===== src/rtl/dbus_ram_wbuf.sv =====
// Posted-write buffer between the dbus RAM port and SRAM controller port 2.
// Optional store-to-load forwarding is enabled by defining DBUS_WBUF_FORWARD_EN.
module dbus_ram_wbuf #(
  parameter int DEPTH = 4,
  parameter int AW    = 24
) (
  input  logic          clk,
  input  logic          rst_n,
  input  logic [AW-1:0] up_address,
  input  logic [31:0]   up_data_i,
  input  logic [3:0]    up_data_enable,
  input  logic          up_rd,
  input  logic          up_wr,
  output logic [31:0]   up_data_o,
  output logic          up_stall,
  output logic [AW-1:0] ram_address,
  output logic [31:0]   ram_data_i,
  output logic [3:0]    ram_data_enable,
  output logic          ram_rd,
  output logic          ram_wr,
  input  logic [31:0]   ram_data_o,
  input  logic          ram_stall,
  output logic          wbuf_empty
);

  localparam int PW = $clog2(DEPTH);
  localparam int CW = PW + 1;

  typedef enum logic [1:0] {S_IDLE, S_WRITE, S_READ} state_t;

  state_t          state_q;
  logic [PW-1:0]   wptr_q, rptr_q;
  logic [CW-1:0]   count_q, count_d;
  logic [AW-3:0]   fa_q [DEPTH];
  logic [31:0]     fd_q [DEPTH];
  logic [3:0]      fe_q [DEPTH];

  logic [AW-3:0]   ram_addr_q;
  logic [31:0]     ram_data_q;
  logic [3:0]      ram_be_q;
  logic            ram_rd_q, ram_wr_q;

  logic            push, pop, full;
  logic            fwd_hit;
  logic [31:0]     fwd_data;

  logic [PW-1:0]   hidx;
  logic            use_fifo;
  logic [AW-3:0]   h_addr;
  logic [31:0]     h_data;
  logic [3:0]      h_be;

  logic            unused_addr_lsb;
  assign unused_addr_lsb = ^up_address[1:0];

  assign full = (count_q == CW'(DEPTH));
  assign pop  = (state_q == S_WRITE) && !ram_stall;
  assign push = up_wr && (!full || pop);

  always_comb begin
    count_d = count_q;
    case ({push, pop})
      2'b10:   count_d = count_q + CW'(1);
      2'b01:   count_d = count_q - CW'(1);
      default: count_d = count_q;
    endcase
  end

`ifdef DBUS_WBUF_FORWARD_EN
  // Later (younger) entries overwrite earlier matches, so the youngest wins.
  always_comb begin
    logic          match;
    logic [3:0]    match_be;
    logic [PW-1:0] idx;
    match    = 1'b0;
    match_be = 4'h0;
    fwd_data = 32'h0;
    idx      = '0;
    for (int i = 0; i < DEPTH; i++) begin
      idx = rptr_q + PW'(i);
      if ((CW'(i) < count_q) && (fa_q[idx] == up_address[AW-1:2])) begin
        match    = 1'b1;
        match_be = fe_q[idx];
        fwd_data = fd_q[idx];
      end
    end
    fwd_hit = up_rd && !up_wr && match && (match_be == 4'hF);
  end
`else
  assign fwd_hit  = 1'b0;
  assign fwd_data = 32'h0;
`endif

  // Next entry to present on the SRAM port; a push into an otherwise
  // drained buffer is taken straight from the bus.
  always_comb begin
    hidx     = rptr_q;
    use_fifo = (count_q != '0);
    if (state_q == S_WRITE) begin
      hidx     = rptr_q + PW'(1);
      use_fifo = (count_q > CW'(1));
    end
    h_addr = use_fifo ? fa_q[hidx] : up_address[AW-1:2];
    h_data = use_fifo ? fd_q[hidx] : up_data_i;
    h_be   = use_fifo ? fe_q[hidx] : up_data_enable;
  end

  always_comb begin
    up_stall = 1'b0;
    if (up_wr) begin
      up_stall = !push;
    end else if (up_rd) begin
      if (fwd_hit)                  up_stall = 1'b0;
      else if (state_q == S_READ)   up_stall = ram_stall;
      else                          up_stall = 1'b1;
    end
  end

  always_comb begin
    up_data_o = 32'h0;
    if (fwd_hit)                up_data_o = fwd_data;
    else if (state_q == S_READ) up_data_o = ram_data_o;
  end

  always_ff @(posedge clk) begin
    if (push) begin
      fa_q[wptr_q] <= up_address[AW-1:2];
      fd_q[wptr_q] <= up_data_i;
      fe_q[wptr_q] <= up_data_enable;
    end
  end

  always_ff @(posedge clk) begin
    if (!rst_n) begin
      state_q    <= S_IDLE;
      wptr_q     <= '0;
      rptr_q     <= '0;
      count_q    <= '0;
      ram_addr_q <= '0;
      ram_data_q <= 32'h0;
      ram_be_q   <= 4'h0;
      ram_rd_q   <= 1'b0;
      ram_wr_q   <= 1'b0;
    end else begin
      count_q <= count_d;
      if (push) wptr_q <= wptr_q + PW'(1);
      if (pop)  rptr_q <= rptr_q + PW'(1);
      case (state_q)
        S_IDLE: begin
          if ((count_q != '0) || push) begin
            state_q    <= S_WRITE;
            ram_wr_q   <= 1'b1;
            ram_addr_q <= h_addr;
            ram_data_q <= h_data;
            ram_be_q   <= h_be;
          end else if (up_rd && !fwd_hit) begin
            state_q    <= S_READ;
            ram_rd_q   <= 1'b1;
            ram_addr_q <= up_address[AW-1:2];
            ram_be_q   <= up_data_enable;
          end
        end
        S_WRITE: begin
          if (!ram_stall) begin
            if (count_d != '0) begin
              ram_addr_q <= h_addr;
              ram_data_q <= h_data;
              ram_be_q   <= h_be;
            end else begin
              state_q  <= S_IDLE;
              ram_wr_q <= 1'b0;
            end
          end
        end
        S_READ: begin
          if (!ram_stall) begin
            state_q  <= S_IDLE;
            ram_rd_q <= 1'b0;
          end
        end
        default: begin
          state_q  <= S_IDLE;
          ram_rd_q <= 1'b0;
          ram_wr_q <= 1'b0;
        end
      endcase
    end
  end

  assign ram_address     = {ram_addr_q, 2'b00};
  assign ram_data_i      = ram_data_q;
  assign ram_data_enable = ram_be_q;
  assign ram_rd          = ram_rd_q;
  assign ram_wr          = ram_wr_q;
  assign wbuf_empty      = (count_q == '0) && (state_q == S_IDLE);

endmodule


===== config.mk =====
export PLATFORM = sky130hd
export DESIGN_NAME = dbus_ram_wbuf
export DESIGN_NICKNAME = d
export VERILOG_FILES = /design/src/rtl/dbus_ram_wbuf.sv
export SDC_FILE = /design/constraint.sdc
export NUM_CORES = 1
export LEC_CHECK = 0
export BUFFER_PORTS_ARGS = -buffer_cell sky130_fd_sc_hd__buf_2
export CAP_MARGIN = 20
export CORE_ASPECT_RATIO = 0.5
export CORE_MARGIN = 2
export CORE_UTILIZATION = 50
export DETAILED_ROUTE_END_ITERATION = 12
export PLACE_DENSITY = 0.71
export SLEW_MARGIN = 20
export SYNTH_ARGS = -nofsm -noshare
export SYNTH_HDL_FRONTEND = slang
export SYNTH_SLANG_ARGS = --single-unit

===== constraint.sdc =====
create_clock -name clk -period 4.82 [get_ports clk]
set_input_delay 0.482 -clock clk [delete_from_list [all_inputs] [get_ports clk]]
set_output_delay 0.482 -clock clk [all_outputs]
set_load 0.005 [all_outputs]

; ---- Word-level counts from Yosys, hierarchy flattened
; Memories as Yosys holds them, arrays and structs flattened.
; Cells that the tools add are included.
[word_totals]
wordCells = 90
n_memories = 3
regBits = 69
out_inout_bits = 96
mem_bits_rw = 232
inputBits = 97
[op_classes]
reduce_logical = 18
bitwise_logic = 2
n_addsub = 4
eq_ne = 13
n_mux = 40
magnitude_cmp = 1
[memory_table]
columns = memory, depth, width, read_ports, rd_clocked_by_memory_dff, write_ports, line_no
row1 = fd_q, 4, 32, 1, 0, 1, 35  ; logic [31:0] fd_q [DEPTH];
row2 = fa_q, 4, 22, 1, 0, 1, 34  ; logic [AW-3:0] fa_q [DEPTH];
row3 = fe_q, 4, 4, 1, 0, 1, 36  ; logic [3:0] fe_q [DEPTH];
[op_table]
columns = cell, count
row1 = $mux 32, 5
row2 = $mux 22, 5
row3 = $pmux 32 s2, 1
row4 = $pmux 22 s2, 1
row5 = $mux 4, 5
row6 = $reduce_and 4->1, 5
row7 = $mux 1, 12
row8 = $mux 2, 6
row9 = $ne 2x2->1 const B, 6
row10 = $pmux 4 s2, 1
row11 = $pmux 1 s3, 2
row12 = $pmux 2 s3, 1
row13 = $pmux 3 s2, 1
row14 = $reduce_bool 3->1, 2
row15 = $add 2x1->2 const B, 2
row16 = $eq 2x1->1 const B, 2
row17 = $eq 2x2->1 const B, 2
row18 = $add 3x1->3 const B, 1
row19 = $eq 3x3->1 const B, 1
row20 = $gt 3x1->1 const B, 1
row21 = $logic_and 1x1->1, 3
row22 = $logic_not 1->1, 3
row23 = $logic_not 3->1, 1
row24 = $ne 3x3->1 const B, 1
row25 = 6 further kinds, 8

; ---- Logic depth before layout (Yosys ltp)
; Gate-level depths: netlist of the first run.
[logic_depth]
depth_word = 10
ltp_mapped = 14
depth_no_buf = 11

; ---- Worst setup path before layout of the first run
; OpenSTA, ideal clock, no wires.
[synth_path]
path_kind = reg-to-reg
start = reg state_q[0]
end = mem fa_q[0][0] (netlist name), enable pin
stages_incl_launch_ff = 7
setup_time_ns = 0.422
arrival_ns = 2.607
path_slack_ns = 1.791
path_buffers = 2
required_ns = 4.398
period_less_slack_ns = 3.029
cell_sequence = dfxtp_1 buf_4 nand2b_4 nor2_1 o21a_1 buf_2 and2_1
[synth_between]
elab_chain_cells = 6
[synth_rtl]
columns = item, line_no
row1 = "start, declared", 31  ; state_t state_q;
row2 = "start signal, assigned", 135  ; state_q <= S_IDLE;
row3 = "start signal, assigned", 151  ; state_q <= S_WRITE;
row4 = "start signal, assigned", 157  ; state_q <= S_READ;
row5 = $eq 2x1->1, 57  ; assign pop = (state_q == S_WRITE) && !ram_stall;
row6 = $logic_and 1x1->1, 57
row7 = named net pop, 43  ; logic push, pop, full;
row8 = $logic_or 1x1->1, 58  ; assign push = up_wr && (!full || pop);
row9 = $logic_and 1x1->1, 58
row10 = named net push, 43
row11 = $mux 1, 126  ; if (push) begin
row12 = $mux 1 (implied by the code), 127  ; fa_q[wptr_q] <= up_address[AW-1:2];
row13 = "end, declared", 34
; The timed path passes the listed nets, and every way through them passes these cells.

; ---- Final worst setup path of the first run
[layout_path]
start = reg state_q[0]
end = reg ram_be_q[0] (netlist: ram_data_enable[0])
[layout_between]
elab_chain_cells = 9
elab_cells_between_ends = 23
classes_between = eq/ne: 6 / mux: 8 / reduce/logical: 8 / memory: 1
[layout_rtl]
columns = item, line_no
row1 = $eq 2x1->1 *, 57
row2 = $logic_and 1x1->1 *, 57
row3 = named net pop, 43
row4 = $logic_or 1x1->1, 58
row5 = $logic_and 1x1->1, 58
row6 = $eq 2x1->1 / $eq 2x2->1 (equally long branches), 62  ; case ({push, pop})
row7 = $pmux 3 s2, 62
row8 = $reduce_bool 3->1, 165  ; if (count_d != '0) begin
row9 = $ne 2x1->1 (no source line), n/a
row10 = $reduce_and 4->1 (no source line), n/a
row11 = "end signal, assigned", 160  ; ram_be_q <= up_data_enable;
row12 = "end, declared", 40  ; logic [3:0] ram_be_q;
; Mark *: on every way through the listed nets, which the timed path passes. The rest lies on a longest branch. The select of a mux whose other input is x is not followed.
; A chain may end at the register's enable or synchronous reset.

==> results.txt, run 1 <==
- Clock latency reported for the late side of the worst-skew pair: 0.55 ns
- Cell Rows: 41
- The worst setup path is captured at a register.
* Final worst hold slack: 0.164 ns
- Part of the cycle the worst path needs: 80.6%
- The internal power of the cells totals 4.82 mW.
- In the post-synthesis netlist, the cell with the most instances is sky130_fd_sc_hd__edfxtp_1.
* Static leakage power: 5.28 nW
* Cts hold-fix bufs: 0
* Power density relative to cell area: 436 nW/µm²
- H-tree lvl count: 1
* Detailed-placement wirelength estimate: 17,300 µm
* Fill cells: 1,985
- STA puts the critical path data required time at 5.27 ns.
- After clock tree synthesis, the clock-pin slew on the worst setup and hold paths is 0.07 ns.
- For this configuration, the core starts out at a cell density of 51.1%.
- Setup repair after global routing left no endpoint under its margin.
* Sw Share: 26.6%
* Via count of the first global-routing pass: 8,626
- Setup Skew: 0.0168 ns
- After detailed routing, the total wire length is 30,300 µm.
- Final instance count without filler cells: 1,456
* Total clock buffers created by CTS: 27
- Final core occ: 59.5%
- Post-synth EDFFs: 232
- Setup violations remaining at the end of the flow were counted as 0.
- Prior to clock tree synthesis, the placed netlist has a worst setup slack of 0.989 ns.
- Most instantiated flip-flop cell in the synthesis netlist: sky130_fd_sc_hd__edfxtp_1
- The max-slew violation count is 0.
- Iteration-0 DRC count of the detailed router: 593
- Total of max-cap violations: 0
- The setup path with the least slack is of type register to register.
- During I/O placement, the number of pins put on the boundary was 193.
- Final routed DRC violation total: 0
- The synthesized design spends more area on one cell type than any other, namely sky130_fd_sc_hd__edfxtp_1.
- Dividing the detail-routed via count by the number of cells gives 5.87.
- Number of iterations in the first detailed-routing pass: 5
* Switching power of the nets: 1.75 mW
* Post-CTS setup buffer count: 0
- The number of failing hold endpoints at the final stage came to 0.
* DR vias: 8,541
- The placed instances occupy a cell area of 14,100 µm².
* Count of nets after finishing: 1,193
* Antenna-violating nets left: 0
- In this run the cell area of the synthesized design comes to 13,000 µm².
- Achievable frequency: 257 MHz
- The congestion estimate from routability-driven global placement came to 0.748.
* Synthesis warning total: 0
* First-pass GRT wire length: 47,400 µm
* CTS max path bufs: 3
* TritonCTS clock tree: done
- Final TNS setup: 0 ns
- Placeable Area: 25,300 µm²
- In the final routed layout, each cell accounts on average for 20.8 µm.
- The path class of the tightest hold or removal check is input pin to register.
* Gates resized, CTS repair: 0
- With fillers left out, the area of the finished cells amounts to 15,100 µm².
- Worst rel slew slack: 28.6%
- The number of placed instances, taps included, is 1,399.
- After synthesis, the share of flip-flops with an asynchronous set or reset is 0%.
- Total of buffers placed on input and output ports: 188
* Ratio of cells with drive above 1 in the final layout: 25.5%
* #FFs+latches synth: 301
- Sequential area share after synthesis: 64.4%
- The run finished with clean final reports.
- Total number of clock tree sinks: 301
- Entering global routing, the biggest net connects 93 pins.
- Synth top area cells: sky130_fd_sc_hd__edfxtp_1 (54%), sky130_fd_sc_hd__dfxtp_1 (11%), sky130_fd_sc_hd__mux2i_1 (4.3%), sky130_fd_sc_hd__a2111oi_0 (3.9%), sky130_fd_sc_hd__a211oi_1 (2.7%)
- The worst path in the final design needs a cycle of 3.88 ns, including I/O delays and setup.
- For the pin with the worst max-slew slack, the measured transition is 1.07 ns.
- Post-layout total power: 6.56 mW
- The floorplan step defined a die boundary enclosing 27,300 µm².
- Proportion of power drawn by flip-flops and latches: 48.0%
- Die height: 118 µm
* GRT Util Overall: 22.1%
- Average cell area after synthesis: 13.9 µm²
- The number of antenna violations at the first check in global routing was 5.
- Arrival @ worst endpoint: 4.34 ns
- Counting distinct cell types in the post-synthesis netlist gives 53.
- Maximum fanout encountered on the critical timing path: 44
- After synthesis, the largest area contributor takes up 53.8% of total cell area.
* Die boundary width: 232 µm
* Startpoint Class: register
- Relative to the synthesized area, the layout overhead comes to 16.3%.
- Peak supply drop: 0.272 mV
- Of the total power, combinational logic draws 16.6%.
- Synthesis handed over a netlist of 934 instances.
- The tree is rooted in a sky130_fd_sc_hd__clkbuf_16.
* Overflow left after global routing: 0
- Of the total power, the clock network draws 35.4%.
- Top cells by count, synth: sky130_fd_sc_hd__edfxtp_1 (232), sky130_fd_sc_hd__dfxtp_1 (69), sky130_fd_sc_hd__a2111oi_0 (58), sky130_fd_sc_hd__mux2i_1 (56), sky130_fd_sc_hd__nor2b_1 (49)
- Once routing completed, OpenROAD measured the worst setup slack at 0.936 ns.
state kept, by name (all words and copies together), names as in the netlist:
register	cells
fd_q	128
fa_q	88
ram_data_i	32
ram_addr_q	22
fe_q	16
ram_data_enable	4
count_q	3
rptr_q	2
state_q	2
wptr_q	2
ram_rd	1
ram_wr	1
final timing paths:
path | from | endpoint | slack, ns | depth (start not counted)
setup / recovery | state_q[0]$_SDFFE_PN0P_ | ram_data_enable[0]$_SDFFE_PN0P_ | 0.94 | 11
hold / removal | up_address[21] | fa_q[1][19]$_DFFE_PP_ | 0.16 | 1
setup reg to reg | state_q[0]$_SDFFE_PN0P_ | ram_data_enable[0]$_SDFFE_PN0P_ | 0.94 | 11
hold reg to reg | ram_addr_q[4]$_SDFFE_PN0P_ | ram_addr_q[4]$_SDFFE_PN0P_ | 0.46 | 2
power by group through the flow:
stage | Clock (mW) | Combinational, mW | Sequential [mW]
after global placement | 0 | 1.06 | 3.20
final | 2.32 | 1.09 | 3.15
after detailed placement | 0 | 1.08 | 3.21
after CTS | 2.35 | 1.09 | 3.16
after floorplan | 0 | 0.676 | 3.18
after global routing | 2.46 | 1.20 | 3.17
layout by cell type, fill, tap and decap left out, drive strengths merged, types with 36 or more instances in the layout:
master / netlist / final
a211oi: 47 / 47
mux2i: 58 / 58
a2111oi: 67 / 67
buf: 54 / 204
a21oi: 39 / 39
edfxtp: 232 / 232
nor2b: 49 / 49
o211ai: 36 / 36
o21ai: 40 / 40
dfxtp: 69 / 69
and2: 37 / 37
cell families after synthesis:
group	after synthesis	synth area share, %
AOI/OAI and AO/OA	308	17.4
xor gates and xnor gates	4	0.328
adders and majority gates	10	0.966
buffers and inverters	115	4.41
DFF	301	64.4
muxes	70	6.52
other	1	0.0289
and+or+nand+nor	125	5.87
per-layer routing:
layer | share of wire (%) | up-vias | GRT usage [%]
met4 | 2.0 | 0 | 5.61
met3 | 5.3 | 47 | 3.78
met1 | 43 | 4258 | 29.2
met5 | 0 | - | 0
met2 | 49 | 237 | 37.9
li1 | - | 3999 | -
cell type report:
| type | count | area (µm²) | area share, % |
|---|---|---|---|
| sequential | 301 | 8350 | 55.4 |
| multi-input combinational | 519 | 4090 | 27.1 |
| timing repair buffer | 204 | 1100 | 7.28 |
| clock buffer | 30 | 707 | 4.69 |
| tap | 344 | 430 | 2.86 |
| clock inverter | 20 | 256 | 1.70 |
| inverter | 33 | 124 | 0.822 |
| antenna | 5 | 12.5 | 0.0830 |
worst max-delay path: stages, from the launching register on:
cell and delay (ns):
sky130_fd_sc_hd__dfxtp_1 0.69, sky130_fd_sc_hd__nand2b_4 0.19, sky130_fd_sc_hd__nor2_1 0.42, sky130_fd_sc_hd__o21a_1 0.43, sky130_fd_sc_hd__inv_1 0.12, sky130_fd_sc_hd__ha_1 0.33
sky130_fd_sc_hd__inv_1 0.13, sky130_fd_sc_hd__mux2i_2 0.31, sky130_fd_sc_hd__o211a_2 0.48, sky130_fd_sc_hd__buf_12 0.29, sky130_fd_sc_hd__a2111oi_0 0.12, sky130_fd_sc_hd__a211oi_1 0.26
No activity file was read; power rests on OpenSTA's default activity.
==> run 2, diff against run 1 <==
Clock period 4.82 ns to 3.9 ns, I/O delays scaled along.
==> run 2 against run 1 <==
Sequential power up 23%. Flip-flop and latch count unchanged. Clock skew down 0.0045 ns. Critical path depth up 1. Non-clock buffer count up 9. Die area unchanged.
==> results.txt, run 2 (synthesized netlist as in run 1, its figures left out) <==
- The post-detailed-routing wire length came to 31,600 µm (+4.4%).
- Worst-path cell with the longest stage delay: sky130_fd_sc_hd__o211a_2
- Critical path, cell by cell: nand2b_4, nor2_1, buf_4, o21a_1, buf_4, ha_1, mux2_2, mux2i_2, o211a_2, buf_12, nor2_1, a211oi_1
- The later-pin clock latency in the skew report was 0.55 ns (about the same).
- The worst hold path belongs to the class input pin to register.
- Die boundary width: 232 µm (unchanged)
- The routed length per placed instance was 21.6 µm (+3.8%).
- Arrival @ worst endpoint: 3.63 ns (-0.71 ns)
- The highest ir drop seen on vdd is 0.306 mV (+13%).
- Critical path required time: 4.35 ns (-0.92 ns)
* Number of hold-slack violations in the final timing report: 0 (unchanged)
- Part of the cycle the worst path needs: 81.5% (+0.89 points)
* Min-Delay Path Depth: 1 (unchanged)
- The post-route minimum period is 3.18 ns (-0.707 ns).
- Setup repair after global routing left no endpoint under its margin.
- First-pass GRT wire length: 49,200 µm (+3.9%)
- Total clock buffers created by CTS: 27 (unchanged)
* Setup Skew: 0.0122 ns (-0.00454 ns)
* Clock transition at the registers of the reported paths: 0.07 ns (about the same)
- The root buffer cell chosen for the clock tree is sky130_fd_sc_hd__clkbuf_16.
- The number of buffers added for setup after CTS was 0 (unchanged).
* Power density relative to cell area: 529 nW/µm² (+21%)
* Final TNS setup: 0 ns (unchanged)
- Total number of clock tree sinks: 301 (unchanged)
* Reg-to-reg critical path endpoint: ram_data_i[11]$_SDFFE_PN0P_
- The overall via count from detail_route came to 8,683 (+1.7%).
- More flip-flops sit in one register than any other, and that register is fd_q.
- Cell Rows: 41 (unchanged)
- The via count of the first global-routing pass was 8,944 (+3.7%).
- Static leakage power: 5.29 nW (+0.25%)
* CTS max path bufs: 3 (unchanged)
- Die height: 118 µm (unchanged)
- Worst rel slew slack: 27.0% (-1.5 points)
* Placer's final routability congestion estimate: 0.787 (+5.3%)
- Area growth from synthesis to final layout: 16.8%
* TritonCTS clock tree: done
- The flip-flop count of the largest register, all copies and words added is 128 (unchanged).
- Ratio of cells with drive above 1 in the final layout: 25.1% (-0.38 points)
- The cell area after placement is 14,200 µm² (+1.3%).
- The number of hold buffers added after cts is 0 (unchanged).
- The max-slew violation count came to 0 (unchanged).
- The pre-CTS setup slack came to 0.788 ns (-0.201 ns).
- The delay of the slowest cell on the worst path was 0.48 ns (-0.21 ns).
- The number of input and output port buffers inserted was 188 (unchanged).
- STA classifies the critical path startpoint as a register.
* Number of iterations in the first detailed-routing pass: 7 (+2)
- The pin count of the biggest net entering global routing is 92 (-1.1%).
- Total of max-cap violations: 0 (unchanged)
- Detailed-placement wirelength estimate: 18,600 µm (+7.5%)
- Placeable Area: 25,300 µm² (unchanged)
- The peak fanout along the critical path is 44 (unchanged).
- Most frequent cells in the layout: sky130_fd_sc_hd__edfxtp_1 (232), sky130_fd_sc_hd__buf_2 (188), sky130_fd_sc_hd__dfxtp_1 (67)
- Endpoints failing setup: 0 (unchanged)
* Origin of the worst setup path: state_q[1]$_SDFFE_PN0P_
- Antenna violations before repair: 4 (-1)
- The library cell used most frequently in the layout, excluding fill and tap cells, is sky130_fd_sc_hd__edfxtp_1.
* H-tree lvl count: 1 (unchanged)
* Type of destination of the critical path: register
- The full die area came to 27,300 µm² (unchanged).
- Worst slew pin tran: 1.09 ns (+0.0228 ns)
* Gates resized, CTS repair: 0 (unchanged)
* Cell area after layout: 15,100 µm² (+0.39%)
- The routed via count divided by cell count is 5.93 (+1.1%).
- The highest achievable clock rate came to 315 MHz (+22%).
- The antenna violation net count after detailed routing was 0 (unchanged).
* Fill cells: 1,988 (+0.15%)
- The remaining design rule violation count was 0 (unchanged).
- Cell count of the worst reg-to-reg path: 12 (+1)
* R2R Path Start: state_q[1]$_SDFFE_PN0P_
* Count of nets after finishing: 1,202 (+0.75%)
- Iteration-0 DRC count of the detailed router: 704 (+19%)
* Overflow left after global routing: 0 (unchanged)
- Worst Hold Path EP: fa_q[1][11]$_DFFE_PP_
* Reg-to-reg slack, setup: 0.72 ns (-0.21 ns)
* GRT Util Overall: 23.0% (+0.93 points)
* Status: complete, no violations
- Placed Cells incl. Taps: 1,410 (+0.79%)
- Critical Setup Path Class: register to register
* Starting Density: 51.1% (unchanged)
- Total I/O pin count: 193 (unchanged)
* Final instance count without filler cells: 1,464 (+0.55%)
- The worst hold path begins at up_address[13].
* Worst-case setup margin in the final layout: 0.722 ns (-0.213 ns)
- Post-layout total power: 8.00 mW (+22%)
==> run 2: cell types whose count changed in the layout (fill, tap and decap cells not counted), moves of 2 or more <==
| cell | before | now |
|---|---|---|
| sky130_fd_sc_hd__buf_4 | 13 | 16 |
| sky130_fd_sc_hd__clkbuf_1 | 1 | 13 |
| sky130_fd_sc_hd__bufinv_16 | 6 | 4 |
| sky130_fd_sc_hd__clkbuf_8 | 2 | 0 |
| sky130_fd_sc_hd__clkinv_1 | 3 | 1 |
| sky130_fd_sc_hd__clkinv_2 | 8 | 2 |
| sky130_fd_sc_hd__buf_12 | 1 | 9 |
==> run 2: final cells by class <==
type	instances	area (µm²)	share of cell area (%)
clock buffers	40	724	4.79
clock inverters	10	159	1.05
multi-input cells	519	4090	27.0
repair buffers	213	1240	8.21
flip-flops and latches	301	8350	55.2
inverters	33	124	0.819
well taps	344	430	2.85
diodes	4	10.0	0.0662
==> run 2: layer usage <==
| metal | vias to the layer above | GRT usage (%) | part of all wire (%) |
|---|---|---|---|
| met2 | 264 | 38.5 | 49 |
| met5 | - | 0 | 0 |
| met4 | 0 | 6.13 | 1.7 |
| met1 | 4363 | 31.0 | 43 |
| met3 | 41 | 4.24 | 6.1 |
| li1 | 4015 | - | - |
==> run 2: worst max-delay path by stage <==
stage                                           end  slack (ns)  cells after the start
floorplan                      fa_q[0][0]$_DFFE_PP_        0.87                      6
global placement        ram_data_i[11]$_SDFFE_PN0P_        0.84                     12
detailed placement      ram_data_i[10]$_SDFFE_PN0P_        0.79                     12
CTS                     ram_data_i[11]$_SDFFE_PN0P_        0.75                     12
global route        ram_data_enable[2]$_SDFFE_PN0P_        0.53                     12
finish                  ram_data_i[11]$_SDFFE_PN0P_        0.72                     12
==> run 2: report_power, final <==
group          switching [mW]  internal (mW)  total (mW)
clock network            1.14           1.56        2.70
logic                   0.866          0.546        1.41
registers               0.149           3.74        3.89
total                    2.15           5.84        8.00
==> run 2: critical path: cells and delay by family, from the launching register on <==
family | cells | cell delay, ns
simple gates | 3 | 0.40
fa+ha+maj | 1 | 0.25
mux | 2 | 0.53
compound gates | 3 | 0.93
buf+inv | 3 | 0.61
flops | 1 | 0.34
==> run 2: through the flow <==
stage | util [%] | hold slack [ns]
CTS | 59.7 | 0.0462
finish | 59.7 | 0.0725
global placement | 56.2 | 0.446
global route | 59.7 | 0.0618
floorplan | - | 0.449
detailed placement | 56.2 | 0.444
